<file path="config.mk">
export PLATFORM = sky130hd
export DESIGN_NAME = uart_rx_oversampler_flat
export DESIGN_NICKNAME = d
export VERILOG_FILES = /design/src/rtl/uart_rx_pkg.sv /design/src/rtl/uart_rx_oversampler_if.sv /design/src/rtl/uart_rx_sync.sv /design/src/rtl/uart_rx_oversampler.sv /design/src/flat_wrapper.sv
export SDC_FILE = /design/constraint.sdc
export NUM_CORES = 1
export LEC_CHECK = 0
export CORE_UTILIZATION = 30
export DETAILED_ROUTE_END_ITERATION = 6
export SYNTH_ARGS = -nofsm -noshare
export SYNTH_HDL_FRONTEND = slang
export SYNTH_SLANG_ARGS = --single-unit
</file>
<file path="constraint.sdc">
create_clock -name clk -period 3.3 [get_ports clk]
set_clock_uncertainty 0.2 [all_clocks]
set_input_delay 0.33 -clock clk [delete_from_list [all_inputs] [get_ports clk]]
set_output_delay 0.33 -clock clk [all_outputs]
set_load 0.05 [all_outputs]
</file>
<file path="src/rtl/uart_rx_pkg.sv">
// Shared definitions for the UART RX oversampling front end.
// Holds the limits on the vote size and the helpers that decide whether a
// Prescale value can hold a centred sample window.
package uart_rx_pkg;

    localparam int N_SAMPLES_MAX = 7;

    // Smallest Prescale that still leaves room for an N-sample centred window.
    function automatic int PRESCALE_MIN_F(input int n);
        return n + 1;
    endfunction

    // Ceiling log2, usable in constant expressions.
    function automatic int clog2(input int value);
        int r;
        r = 0;
        while ((1 << r) < value) begin
            r = r + 1;
        end
        return r;
    endfunction

    // An even Prescale of at least N+1 keeps the window [C-H, C+H] inside 0..P-1.
    function automatic logic is_legal_prescale(input int p, input int n);
        return ((p % 2) == 0) && (p >= PRESCALE_MIN_F(n));
    endfunction

endpackage

</file>
<file path="src/rtl/uart_rx_oversampler_if.sv">
// Control/status bundle between the RX bit sampler and the UART RX FSM.
// The FSM side (master) drives sample_en and Prescale and consumes the tick
// and vote outputs; the sampler side (slave) does the opposite.
// Optional macro NOISE_FLAG_EN adds the noise_flag signal.
interface uart_rx_oversampler_if #(
    parameter int PRESCALE_W = 6
) ();

    logic                  sample_en;
    logic [PRESCALE_W-1:0] Prescale;
    logic [PRESCALE_W-1:0] edge_count;
    logic                  bit_tick;
    logic                  sampled_bit;
    logic                  sampled_valid;
    logic                  cfg_err;
`ifdef NOISE_FLAG_EN
    logic                  noise_flag;
`endif

    modport master (
        output sample_en, Prescale,
`ifdef NOISE_FLAG_EN
        input  noise_flag,
`endif
        input  edge_count, bit_tick, sampled_bit, sampled_valid, cfg_err
    );

    modport slave (
        input  sample_en, Prescale,
`ifdef NOISE_FLAG_EN
        output noise_flag,
`endif
        output edge_count, bit_tick, sampled_bit, sampled_valid, cfg_err
    );

endinterface

</file>
<file path="src/rtl/uart_rx_sync.sv">
// Multi-flop synchroniser for the asynchronous RX pad.
// Resets to the idle mark level so a freshly reset receiver sees a quiet line.
module uart_rx_sync #(
    parameter int SYNC_STAGES = 2
) (
    input  logic clk,
    input  logic rst_n,
    input  logic rx_in,
    output logic rx_s
);

    logic [SYNC_STAGES-1:0] chain;

    // Shift the raw line through the chain; the last stage is the only one used downstream.
    always_ff @(posedge clk or negedge rst_n) begin
        if (!rst_n) begin
            chain <= '1;
        end else begin
            chain <= {chain[SYNC_STAGES-2:0], rx_in};
        end
    end

    assign rx_s = chain[SYNC_STAGES-1];

endmodule

</file>
<file path="src/rtl/uart_rx_oversampler.sv">
// Parametrised RX bit sampler: owns the oversampling edge counter, takes
// N_SAMPLES samples centred in each bit period, majority-votes them and
// emits one bit per bit period to the UART RX FSM.
// Optional macro NOISE_FLAG_EN adds noise_flag, pulsed with sampled_valid
// when the samples of a bit were not unanimous.
module uart_rx_oversampler
    import uart_rx_pkg::*;
#(
    parameter int PRESCALE_W  = 6,
    parameter int N_SAMPLES   = 3,
    parameter int SYNC_STAGES = 2
) (
    input  logic                  clk,
    input  logic                  rst_n,
    input  logic                  RX_IN,
    uart_rx_oversampler_if.slave  bus
);

    localparam int H      = (N_SAMPLES - 1) / 2;
    localparam int ONES_W = clog2(N_SAMPLES + 1);
    localparam int SUM_W  = ONES_W + 1;

    if ((N_SAMPLES < 3) || (N_SAMPLES > N_SAMPLES_MAX) || ((N_SAMPLES % 2) == 0)) begin : g_bad_n_samples
        $error("N_SAMPLES must be odd and within 3..7");
    end
    if (SYNC_STAGES < 2) begin : g_bad_sync_stages
        $error("SYNC_STAGES must be at least 2");
    end

    logic                  rx_s;
    logic [PRESCALE_W-1:0] edge_count_q;
    logic [PRESCALE_W-1:0] last_tick;
    logic                  cfg_err_q;
    logic                  sample_tick;
    logic                  last_sample;
    logic [ONES_W-1:0]     ones_q;
    logic [SUM_W-1:0]      vote_sum;
    logic                  sampled_bit_q;
    logic                  sampled_valid_q;
    int                    centre;
    int                    edge_i;

    uart_rx_sync #(
        .SYNC_STAGES (SYNC_STAGES)
    ) u_sync (
        .clk   (clk),
        .rst_n (rst_n),
        .rx_in (RX_IN),
        .rx_s  (rx_s)
    );

    // Window decode: signed arithmetic so a small Prescale cannot wrap C-H below zero.
    always_comb begin
        last_tick   = bus.Prescale - PRESCALE_W'(1);
        centre      = int'(bus.Prescale >> 1);
        edge_i      = int'(edge_count_q);
        sample_tick = bus.sample_en && !cfg_err_q &&
                      (edge_i >= centre - H) && (edge_i <= centre + H);
        last_sample = (edge_i == centre + H);
        vote_sum    = SUM_W'(ones_q) + SUM_W'(rx_s);
    end

    // Edge counter; wrapping on >= rather than == recovers when Prescale shrinks below the count.
    always_ff @(posedge clk or negedge rst_n) begin
        if (!rst_n) begin
            edge_count_q <= '0;
        end else if (!bus.sample_en) begin
            edge_count_q <= '0;
        end else if (edge_count_q >= last_tick) begin
            edge_count_q <= '0;
        end else begin
            edge_count_q <= edge_count_q + PRESCALE_W'(1);
        end
    end

    // Configuration check, registered so the window decode sees a stable flag.
    always_ff @(posedge clk or negedge rst_n) begin
        if (!rst_n) begin
            cfg_err_q <= 1'b0;
        end else begin
            cfg_err_q <= !is_legal_prescale(int'(bus.Prescale), N_SAMPLES);
        end
    end

    // Voter: accumulate ones across the window and resolve on the final sample tick.
    always_ff @(posedge clk or negedge rst_n) begin
        if (!rst_n) begin
            ones_q          <= '0;
            sampled_bit_q   <= 1'b1;
            sampled_valid_q <= 1'b0;
        end else begin
            sampled_valid_q <= 1'b0;
            if (!bus.sample_en) begin
                ones_q <= '0;
            end else if (sample_tick) begin
                if (last_sample) begin
                    sampled_bit_q   <= (vote_sum > SUM_W'(H));
                    sampled_valid_q <= 1'b1;
                    ones_q          <= '0;
                end else begin
                    ones_q <= ones_q + ONES_W'(rx_s);
                end
            end
        end
    end

`ifdef NOISE_FLAG_EN
    logic noise_flag_q;

    // Noise flag: the resolving vote saw a mix of ones and zeros.
    always_ff @(posedge clk or negedge rst_n) begin
        if (!rst_n) begin
            noise_flag_q <= 1'b0;
        end else begin
            noise_flag_q <= sample_tick && last_sample &&
                            (vote_sum != '0) && (vote_sum < SUM_W'(N_SAMPLES));
        end
    end

    assign bus.noise_flag = noise_flag_q;
`endif

    assign bus.edge_count    = edge_count_q;
    assign bus.bit_tick      = bus.sample_en && (edge_count_q == last_tick);
    assign bus.sampled_bit   = sampled_bit_q;
    assign bus.sampled_valid = sampled_valid_q;
    assign bus.cfg_err       = cfg_err_q;

endmodule

</file>
<file path="src/flat_wrapper.sv">
// flat-port wrapper written by rule: the top's interface ports become plain ports
module uart_rx_oversampler_flat import uart_rx_pkg::*;
#(
    parameter int PRESCALE_W  = 6,
    parameter int N_SAMPLES   = 3,
    parameter int SYNC_STAGES = 2
)
  (clk, rst_n, RX_IN, bus_sample_en, bus_Prescale, bus_edge_count, bus_bit_tick, bus_sampled_bit, bus_sampled_valid, bus_cfg_err);
  uart_rx_oversampler_if #(.PRESCALE_W(PRESCALE_W)) bus_i ();
  input  logic clk;
  input  logic rst_n;
  input  logic RX_IN;
  input wire logic [$bits(bus_i.sample_en)-1:0] bus_sample_en;
  input wire logic [$bits(bus_i.Prescale)-1:0] bus_Prescale;
  output wire logic [$bits(bus_i.edge_count)-1:0] bus_edge_count;
  output wire logic [$bits(bus_i.bit_tick)-1:0] bus_bit_tick;
  output wire logic [$bits(bus_i.sampled_bit)-1:0] bus_sampled_bit;
  output wire logic [$bits(bus_i.sampled_valid)-1:0] bus_sampled_valid;
  output wire logic [$bits(bus_i.cfg_err)-1:0] bus_cfg_err;
  assign bus_i.sample_en = bus_sample_en;
  assign bus_i.Prescale = bus_Prescale;
  assign bus_edge_count = bus_i.edge_count;
  assign bus_bit_tick = bus_i.bit_tick;
  assign bus_sampled_bit = bus_i.sampled_bit;
  assign bus_sampled_valid = bus_i.sampled_valid;
  assign bus_cfg_err = bus_i.cfg_err;
  uart_rx_oversampler #(.PRESCALE_W(PRESCALE_W), .N_SAMPLES(N_SAMPLES), .SYNC_STAGES(SYNC_STAGES)) u_core (.clk(clk), .rst_n(rst_n), .RX_IN(RX_IN), .bus(bus_i));
endmodule
</file>
Word-level counts from Yosys, hierarchy flattened

Cells that the tools add are included.

Word-level logic and storage cells: 37
Bits in registers: 13

Reductions and logical operators: 9
Equal/unequal tests: 3
$lt $le $gt $ge: 5
Multiplexer cells: 8
$add $sub $neg: 6

Operators by type and width:

| kind                                                                                | number |
|---|---|
| 7-bit by 32-bit == test with 1-bit output                                           | 1 |
| 7-bit by 32-bit greater-or-equal comparator with 1-bit output                       | 1 |
| 7-bit by 32-bit <= comparator with 1-bit output                                     | 1 |
| 32-bit logical NOT                                                                  | 1 |
| 6-bit 2-to-1 mux                                                                    | 2 |
| 5-bit by 1-bit adder with 6-bit output, second input constant                       | 1 |
| 6-bit by 1-bit adder with 6-bit output, second input constant                       | 1 |
| 6-bit == test                                                                       | 1 |
| 6-bit by 3-bit greater-or-equal comparator with 1-bit output, second input constant | 1 |
| 6-bit greater-or-equal comparator                                                   | 1 |
| 2-bit 2-to-1 mux                                                                    | 3 |
| 5-bit by 1-bit subtractor with 6-bit output, second input constant                  | 1 |
| 6-bit by 1-bit subtractor with 6-bit output, second input constant                  | 1 |
| 1-bit logical AND                                                                   | 5 |
| 2-bit by 1-bit adder with 3-bit output                                              | 1 |
| 3-bit by 1-bit > comparator with 1-bit output, second input constant                | 1 |
| 1-bit 2-to-1 mux                                                                    | 3 |
| 3-bit AND reduction                                                                 | 1 |
| 2-bit by 1-bit adder with 2-bit output                                              | 1 |
| 1-bit logical NOT                                                                   | 2 |
| 2-bit by 1-bit inequality test with 1-bit output, second input constant             | 1 |

Depth between registers and ports, before layout

Gate-level depths: netlist (run 1).

Depth after elaboration: 6
Depth in mapped cells: 11
Depth with buffers taken out: 11

Hierarchy

Synthesis (run 1) repeated with hierarchy kept, for this count alone.

Cells, all modules: 133
Area, all modules: 1263.7 um^2

By module, submodules not included:

| module              | area each (um^2) | times used | cells each | sequential area each (um^2) |
|---|---|---|---|---|
| uart_rx_oversampler | 1211.2           | 1          | 131        | 276.5 |
| uart_rx_sync        | 52.6             | 1          | 2          | 52.6 |

Least setup slack after synthesis (run 1)

Ideal clock, no wire load.

Path kind: input -> output
Start: in bus_Prescale[1]
End: out bus_bit_tick
Buffers on the path: 0
Stages on the path: 8
Data required time: 2.770 ns
Slack: 0.569 ns
Data arrival time: 2.201 ns
Path through: inv_1 > ha_1 > nor3b_1 > nand2_1 > xor2_1 > ha_1 > nand4_1 > nor2_1

Word-level cells in the longest chain between the ends: 3

Ends and longest elaborated chain:

| what                                        | RTL line                   | RTL |
|---|---|---|
| start: declaration                          | flat_wrapper.sv:14         | `input wire logic [$bits(bus_i.Prescale)-1:0] bus_Prescale;` |
| 6-bit by 1-bit subtractor with 6-bit output | uart_rx_oversampler.sv:54  | `last_tick = bus.Prescale - PRESCALE_W'(1);` |
| 6-bit == test                               | uart_rx_oversampler.sv:124 | `assign bus.bit_tick = bus.sample_en && (edge_count_q == last_tick);` |
| 1-bit logical AND                           | uart_rx_oversampler.sv:124 |  |
| end: declaration                            | flat_wrapper.sv:16         | `output wire logic [$bits(bus_i.bit_tick)-1:0] bus_bit_tick;` |

No other way between the ends.

Worst setup path in the final report (run 1)

Ends and elaborated chain as after synthesis.

==> impl_metrics.ini, run 1 <==
[final_layout]
final_cells = 204
finished_core_util = 0.408
final_cell_area_um2 = 1550
final_net_count = 194
syn2layout_area_growth_pct = 25.4
drive_above_1_share = 0.109
antenna-diode-count = 0

[sta]
finalSetupViolCount = 0
timing.final.crit_share = 0.923
timing_worst_slew_pin_value_ns = 0.556
finalWorstPathRequiredPeriod_ns = 3.05
max_transition_viols_final = 0
hold_viol = 0
worst_slack_ns = 0.255
timing.slew.headroom = 0.628
fmax_ghz = 0.328
final_tns_setup_ns = 0
rsz0062_at_grt = false

[placed_design]
place_hpwl_um = 2130
numPlacedInstances = 200
count_of_input_and_output_buffers = 19
globalplace.congestion = 0.910
place_ws_ns = 0.174
postPlaceCellArea_um2 = 1500

[synthesis]
combinational_family_with_the_most_area_after_synthesis = adder cells
ys_seq_elements = 13
count_of_mapped_cells_out_of_synthesis = 132
synth-simple-area-share = 0.201
syn-mean-instance-area_um2 = 9.37
number_of_nets_produced_by_synthesis = 169
synth_fa_ha_area_frac = 0.273
synth_compound_gate_area_share = 0.105
synth_sequential_area_ratio = 0.266
yosys_warnings = 0
yosys.cell_types.count = 34
synth.cell_area_um2 = 1240
post_synth_xor_area_fraction = 0.0992
post_synth_mux_area_share = 0.0121

[drt]
remaining_drc_errors = 0
route.detailed.vias_per_inst = 4.77
vias = 974
route.final.wire_length_um = 2500
drt_iter0_markers = 47
wire_per_inst_um = 12.3
drt-pass1-iter-count = 4
final_antenna_net_count = 0

[power_and_ir_drop]
cellLeakagePower_nw = 0.717
cellPowerDensity_nw_per_um2 = 307
worst_ir_drop_vdd_uv = 135

[global_routing]
grt_util_met3 = 0.0293
overflow = 0
grt_use_met2 = 0.219
grt_most_used_layer = met2
grtUsageMet1 = 0.167
grt_pass1_vias = 985
total_routing_usage_gr = 0.130
largest_net_degree_at_the_start_of_global_routing = 14
wire_length_of_the_first_global_routing_pass_um = 4350
grt_antenna_before_repair = 0

[clocking]
cts.repair.resized = 0
clock_insertion_delay_worst_skew_ns = 0.24
cts_inserted_buffers = 3
clkTransAtPathRegs_ns = 0.06
cts_hold_repair.buffers = 0
clock-sinks = 13
ctsLongestPathBuffers = 2
clock_tree_from_tritoncts = yes
cts_setup_buffers = 0
root_buffer = sky130_fd_sc_hd__clkbuf_8
cts_htree_levels = 1

[setup_path]
crit_path_end_kind = output pin
critical_path_peak_fanout = 5
r2r.worst_path.cells = 7
worst_path_most_repeated_cell = sky130_fd_sc_hd__ha_1
timing.critical_path.required_ns = 2.77
path_class = primary input to output pin
worstSetupStartpointType = primary input
cp_top_family = simple AND/OR/NAND/NOR gates
worstPathBufferInverterCount = 3
timing.critical_path.cells = clkdlybuf4s50_1, inv_1, ha_1, nor3b_1, nand2_1, xor2_1, ha_1, nand4_1, nor2_1, buf_12
slowest_library_cell_on_the_worst_path = sky130_fd_sc_hd__clkdlybuf4s50_1
critPathArrivalTime_ns = 2.52
path_depth = 10
cp_max_stage_delay_ns = 0.41

[floorplanning]
total_i_o_pin_count = 20
die_y_um = 66.2
rows = 22
start_util = 0.325
die_w_um = 66.2
design.core.area_um2 = 3800
die_area_um2 = 4380

[run_status]
status = complete, no violations

[worst_hold_path]
cell_count_of_the_worst_hold_path = 0
hold_path_class = flip-flop to flip-flop

[run]
max_cap_viol_count = 0
sequential cells by signal (all words and copies together), names as in the netlist:
signal                    flops
u_core.bus.sampled_bit        1
u_core.ones_q                 2
u_core.bus.edge_count         6
u_core.u_sync.chain           2
u_core.bus.cfg_err            1
u_core.bus.sampled_valid      1
through the flow:
step	total power, mW	hold WS, ns
after floorplan	0.286	-0.166
after global placement	0.335	0.147
after detailed placement	0.338	0.147
after CTS	0.482	0.157
after global routing	0.506	0.162
final	0.476	0.157
final timing paths:
kind / from / to / slack, ns
setup / recovery: bus_Prescale[1] / bus_bit_tick / 0.25
hold reg to reg: u_core.u_sync.chain[0] / u_core.u_sync.chain[1] / 0.16
hold / removal: u_core.u_sync.chain[0] / u_core.u_sync.chain[1] / 0.16
setup reg to reg: u_core.bus.edge_count[0] / u_core.bus.sampled_bit / 1.02
max in group asynchronous: rst_n / u_core.bus.sampled_bit / 2.28
min in group asynchronous: rst_n / u_core.bus.edge_count[0] / 0.25
cells by family after synthesis:
family | after synthesis
buffers and inverters | 12
adder cells (fa/ha/maj) | 27
multiplexers | 1
XOR/XNOR | 14
AND/OR/NAND/NOR | 49
flip-flops | 13
AO/OA/AOI/OAI | 16
synth_stat cells:
cell                        count  area [um2]
sky130_fd_sc_hd__a2111oi_2      1        15.0
sky130_fd_sc_hd__a211oi_1       1        7.51
sky130_fd_sc_hd__a21o_1         1        7.51
sky130_fd_sc_hd__a21oi_1        5        25.0
sky130_fd_sc_hd__a22oi_1        1        7.51
sky130_fd_sc_hd__and3_1         1        6.26
sky130_fd_sc_hd__buf_6          1        11.3
sky130_fd_sc_hd__clkbuf_1       1        3.75
sky130_fd_sc_hd__dfrtp_1       10         250
sky130_fd_sc_hd__dfstp_2        3        78.8
sky130_fd_sc_hd__ha_1          27         338
sky130_fd_sc_hd__inv_1         10        37.5
sky130_fd_sc_hd__mux2_4         1        15.0
sky130_fd_sc_hd__nand2_1       15        56.3
sky130_fd_sc_hd__nand2b_1       1        6.26
sky130_fd_sc_hd__nand2b_4       1        13.8
sky130_fd_sc_hd__nand3_1        8        40.0
sky130_fd_sc_hd__nand4_1        1        6.26
sky130_fd_sc_hd__nor2_1        13        48.8
sky130_fd_sc_hd__nor2b_1        3        18.8
sky130_fd_sc_hd__nor3_2         1        10.0
sky130_fd_sc_hd__nor3_4         1        16.3
sky130_fd_sc_hd__nor3b_1        1        7.51
sky130_fd_sc_hd__nor4_1         1        6.26
sky130_fd_sc_hd__o2111ai_1      1        8.76
sky130_fd_sc_hd__o21a_1         1        7.51
sky130_fd_sc_hd__o21ai_0        1        5.00
sky130_fd_sc_hd__o21bai_1       1        7.51
sky130_fd_sc_hd__o311a_4        1        21.3
sky130_fd_sc_hd__o32ai_1        2        17.5
sky130_fd_sc_hd__or2_1          1        6.26
sky130_fd_sc_hd__or3_1          1        6.26
sky130_fd_sc_hd__xnor2_1        7        61.3
sky130_fd_sc_hd__xor2_1         7        61.3
worst register-to-register path: stages, from the launching register on:
cell and delay [ns]:
sky130_fd_sc_hd__dfrtp_1 0.41, sky130_fd_sc_hd__inv_1 0.10, sky130_fd_sc_hd__ha_1 0.33, sky130_fd_sc_hd__nand2b_4 0.15, sky130_fd_sc_hd__a2111oi_2 0.41, sky130_fd_sc_hd__o311a_4 0.27, sky130_fd_sc_hd__nor3_2 0.05, sky130_fd_sc_hd__mux2_4 0.29
routing by layer:
| metal | routed length [um] | vias up | part of all wire |
|---|---|---|---|
| met1 | 1210 | 458 | 0.48 |
| met5 | 0 | - | 0 |
| met3 | 54 | 4 | 0.022 |
| met4 | 29 | 0 | 0.012 |
| li1 | - | 502 | - |
| met2 | 1210 | 10 | 0.48 |
cells in the final DEF (no fill, tap or decap), drive strengths merged, types with 2 or more instances in the layout:
cell type and count:
nand3 8, clkdlybuf4s50 18, nor2b 3, nand2 15
o32ai 2, nor3 2, nor2 13, a21oi 5
xnor2 7, nand2b 2, buf 4, xor2 7
clkbuf 3, dfrtp 10, ha 27, dfstp 3
inv 10
cell type report:
cell class                 count  area (um2)
fill                         363        2250
multi-input combinational    107         855
sequential                    13         329
timing repair buffer          22         223
tap                           48        60.1
clock buffer                   3        41.3
inverter                      10        37.5
clock inverter                 1        5.00
report_power, final:
group | internal [mW] | switching (mW) | total (mW)
Sequential | 0.168 | 0.0112 | 0.179
Combinational | 0.0708 | 0.0843 | 0.155
Clock | 0.0834 | 0.0579 | 0.141
Total | 0.322 | 0.153 | 0.476
Power figures use the tool's default switching activity.
==> inputs of run 2 (changes only) <==
--- a/config.mk
+++ b/config.mk
@@ -7,6 +7,7 @@
 export LEC_CHECK = 0
 export CORE_UTILIZATION = 30
 export DETAILED_ROUTE_END_ITERATION = 6
+export PLACE_DENSITY = 0.57
 export SYNTH_ARGS = -nofsm -noshare
 export SYNTH_HDL_FRONTEND = slang
 export SYNTH_SLANG_ARGS = --single-unit
==> run 2 against run 1 <==
Compared with the run above:
- die area is the same
- power shrank 0.24%
- design area shrank 0.24%
- sequential share of layout area grew 0.052 points
- clock power is essentially flat
- highest routed layer unchanged
- sequential power is essentially flat
==> impl_metrics.ini, run 2 (synthesized netlist as in run 1, its figures left out) <==
[setup_path]
path_class = primary input to output pin
timing.critical_path.cells = clkdlybuf4s50_1, inv_1, ha_1, nor3b_2, nand2_1, xor2_1, ha_1, nand4_1, nor2_1, buf_12
slowest_library_cell_on_the_worst_path = sky130_fd_sc_hd__clkdlybuf4s50_1
crit_path_end_kind = output pin
worstSetupStartpointType = primary input
cp_max_stage_delay_ns = 0.51
critPathArrivalTime_ns = 2.54
worstPathBufferInverterCount = 3
worst_path_most_repeated_cell = sky130_fd_sc_hd__ha_1
timing.critical_path.required_ns = 2.77
critical_path_peak_fanout = 5
cp_top_family = buffers and inverters

[floorplanning]
die_y_um = 66.2
rows = 22
design.core.area_um2 = 3800
start_util = 0.325
die_area_um2 = 4380
total_i_o_pin_count = 20
die_w_um = 66.2

[global_routing]
wire_length_of_the_first_global_routing_pass_um = 4560
largest_net_degree_at_the_start_of_global_routing = 14
grt_pass1_vias = 1046
total_routing_usage_gr = 0.137
overflow = 0
grt_antenna_before_repair = 0

[drt]
remaining_drc_errors = 0
wire_per_inst_um = 13.1
vias = 1004
route.final.wire_length_um = 2660
route.detailed.vias_per_inst = 4.95
final_antenna_net_count = 0
drt-pass1-iter-count = 2
drt_iter0_markers = 14

[sta]
finalWorstPathRequiredPeriod_ns = 3.07
timing_worst_slew_pin_value_ns = 0.594
timing.slew.headroom = 0.603
rsz0062_at_grt = false
finalSetupViolCount = 0
fmax_ghz = 0.326
max_transition_viols_final = 0
final.hold.worst_slack_ns = 0.156
final_tns_setup_ns = 0
timing.final.crit_share = 0.930
hold_viol = 0

[final_layout]
layout.cells.most_common = sky130_fd_sc_hd__ha_1
layout.cells.most_common_list = 27 x sky130_fd_sc_hd__ha_1, 18 x sky130_fd_sc_hd__clkdlybuf4s50_1, 15 x sky130_fd_sc_hd__nand2_1
final_net_count = 193
antenna-diode-count = 0
finished_core_util = 0.407
drive_above_1_share = 0.103
syn2layout_area_growth_pct = 25.1
largest_register_ff_count = 6

[clocking]
cts_htree_levels = 1
cts_inserted_buffers = 3
ctsLongestPathBuffers = 2
clock_tree_from_tritoncts = yes
clock-sinks = 13
root_buffer = sky130_fd_sc_hd__clkbuf_8
cts_hold_repair.buffers = 0
clock_insertion_delay_worst_skew_ns = 0.24
cts.repair.resized = 0
clkTransAtPathRegs_ns = 0.05
cts_setup_buffers = 0

[power_and_ir_drop]
combPwrFrac = 0.327
power_after_layout_uw = 474
p_int_uw = 323
cellLeakagePower_nw = 0.711
total_switching_power_uw = 151
cellPowerDensity_nw_per_um2 = 307
clock_power_share = 0.295
pwr-share-seq = 0.378
sw_frac_of_total = 0.319
worst_ir_drop_vdd_uv = 129

[placed_design]
globalplace.congestion = 0.789
place_hpwl_um = 2190
count_of_input_and_output_buffers = 19

[run_status]
status = complete, no violations

[worst_hold_path]
hold_path_class = flip-flop to flip-flop

[run]
max_cap_viol_count = 0
==> run 2: changes by cell type in the layout (fill, tap and decap cells not counted) <==
cell	before	now
sky130_fd_sc_hd__clkinv_2	1	0
sky130_fd_sc_hd__nor3b_1	1	0
sky130_fd_sc_hd__nor3b_2	0	1
sky130_fd_sc_hd__clkbuf_1	0	1
sky130_fd_sc_hd__buf_4	3	2
==> run 2: final cells by class <==
type | instances | area, um2
inverters | 10 | 37.5
repair buffers | 21 | 215
fillers | 380 | 2250
clock buffers | 4 | 45.0
well taps | 48 | 60.1
flip-flops and latches | 13 | 329
multi-input cells | 107 | 860
==> run 2: worst reg2reg max path: cells and delay by family (launching register included) <==
family                     cells  cell delay (ns)
AOI/OAI and AO/OA              4             0.81
adders and majority gates      1             0.36
DFF                            1             0.49
and+or+nand+nor                1             0.34
==> run 2: metrics by stage <==
| stage | setup slack, ns | instance area, um2 | std cells |
|---|---|---|---|
| floorplan | 0.569 | 1240 | 132 |
| global placement | 0.151 | 1500 | 199 |
| detailed placement | 0.0634 | 1500 | 199 |
| CTS | 0.105 | 1540 | 203 |
| global route | 0.0888 | 1550 | 203 |
| finish | 0.232 | 1550 | 203 |
==> run 2: per-layer routing <==
| layer | routed length, um | GRT usage | part of all wire | vias up |
|---|---|---|---|---|
| met5 | 0 | 0 | 0 | - |
| met3 | 75 | 0.0190 | 0.028 | 2 |
| met2 | 1370 | 0.253 | 0.51 | 16 |
| met1 | 1210 | 0.170 | 0.45 | 484 |
| met4 | 12 | 0.0239 | 0.0045 | 0 |
| li1 | - | - | - | 502 |
==> run 2: final timing paths <==
check / slack, ns / to / startpoint / cells after the start
setup / recovery: 0.23 / bus_bit_tick / bus_Prescale[1] / 10
hold / removal: 0.16 / u_core.u_sync.chain[1] / u_core.u_sync.chain[0] / 0
setup reg to reg: 0.99 / u_core.ones_q[1] / u_core.bus.edge_count[3] / 6
hold reg to reg: 0.16 / u_core.u_sync.chain[1] / u_core.u_sync.chain[0] / 0
max in group asynchronous: 2.25 / u_core.bus.edge_count[4] / rst_n / 1
min in group asynchronous: 0.27 / u_core.bus.edge_count[3] / rst_n / 1
==> run 2: power by group through the flow <==
stage / clock network [mW] / registers (mW) / logic (mW)
4_1_cts: 0.143 / 0.180 / 0.157
3_3_place_gp: 0 / 0.182 / 0.152
6_report: 0.140 / 0.179 / 0.155
5_1_grt: 0.151 / 0.181 / 0.173
2_1_floorplan: 0 / 0.198 / 0.0879
3_5_place_dp: 0 / 0.182 / 0.156
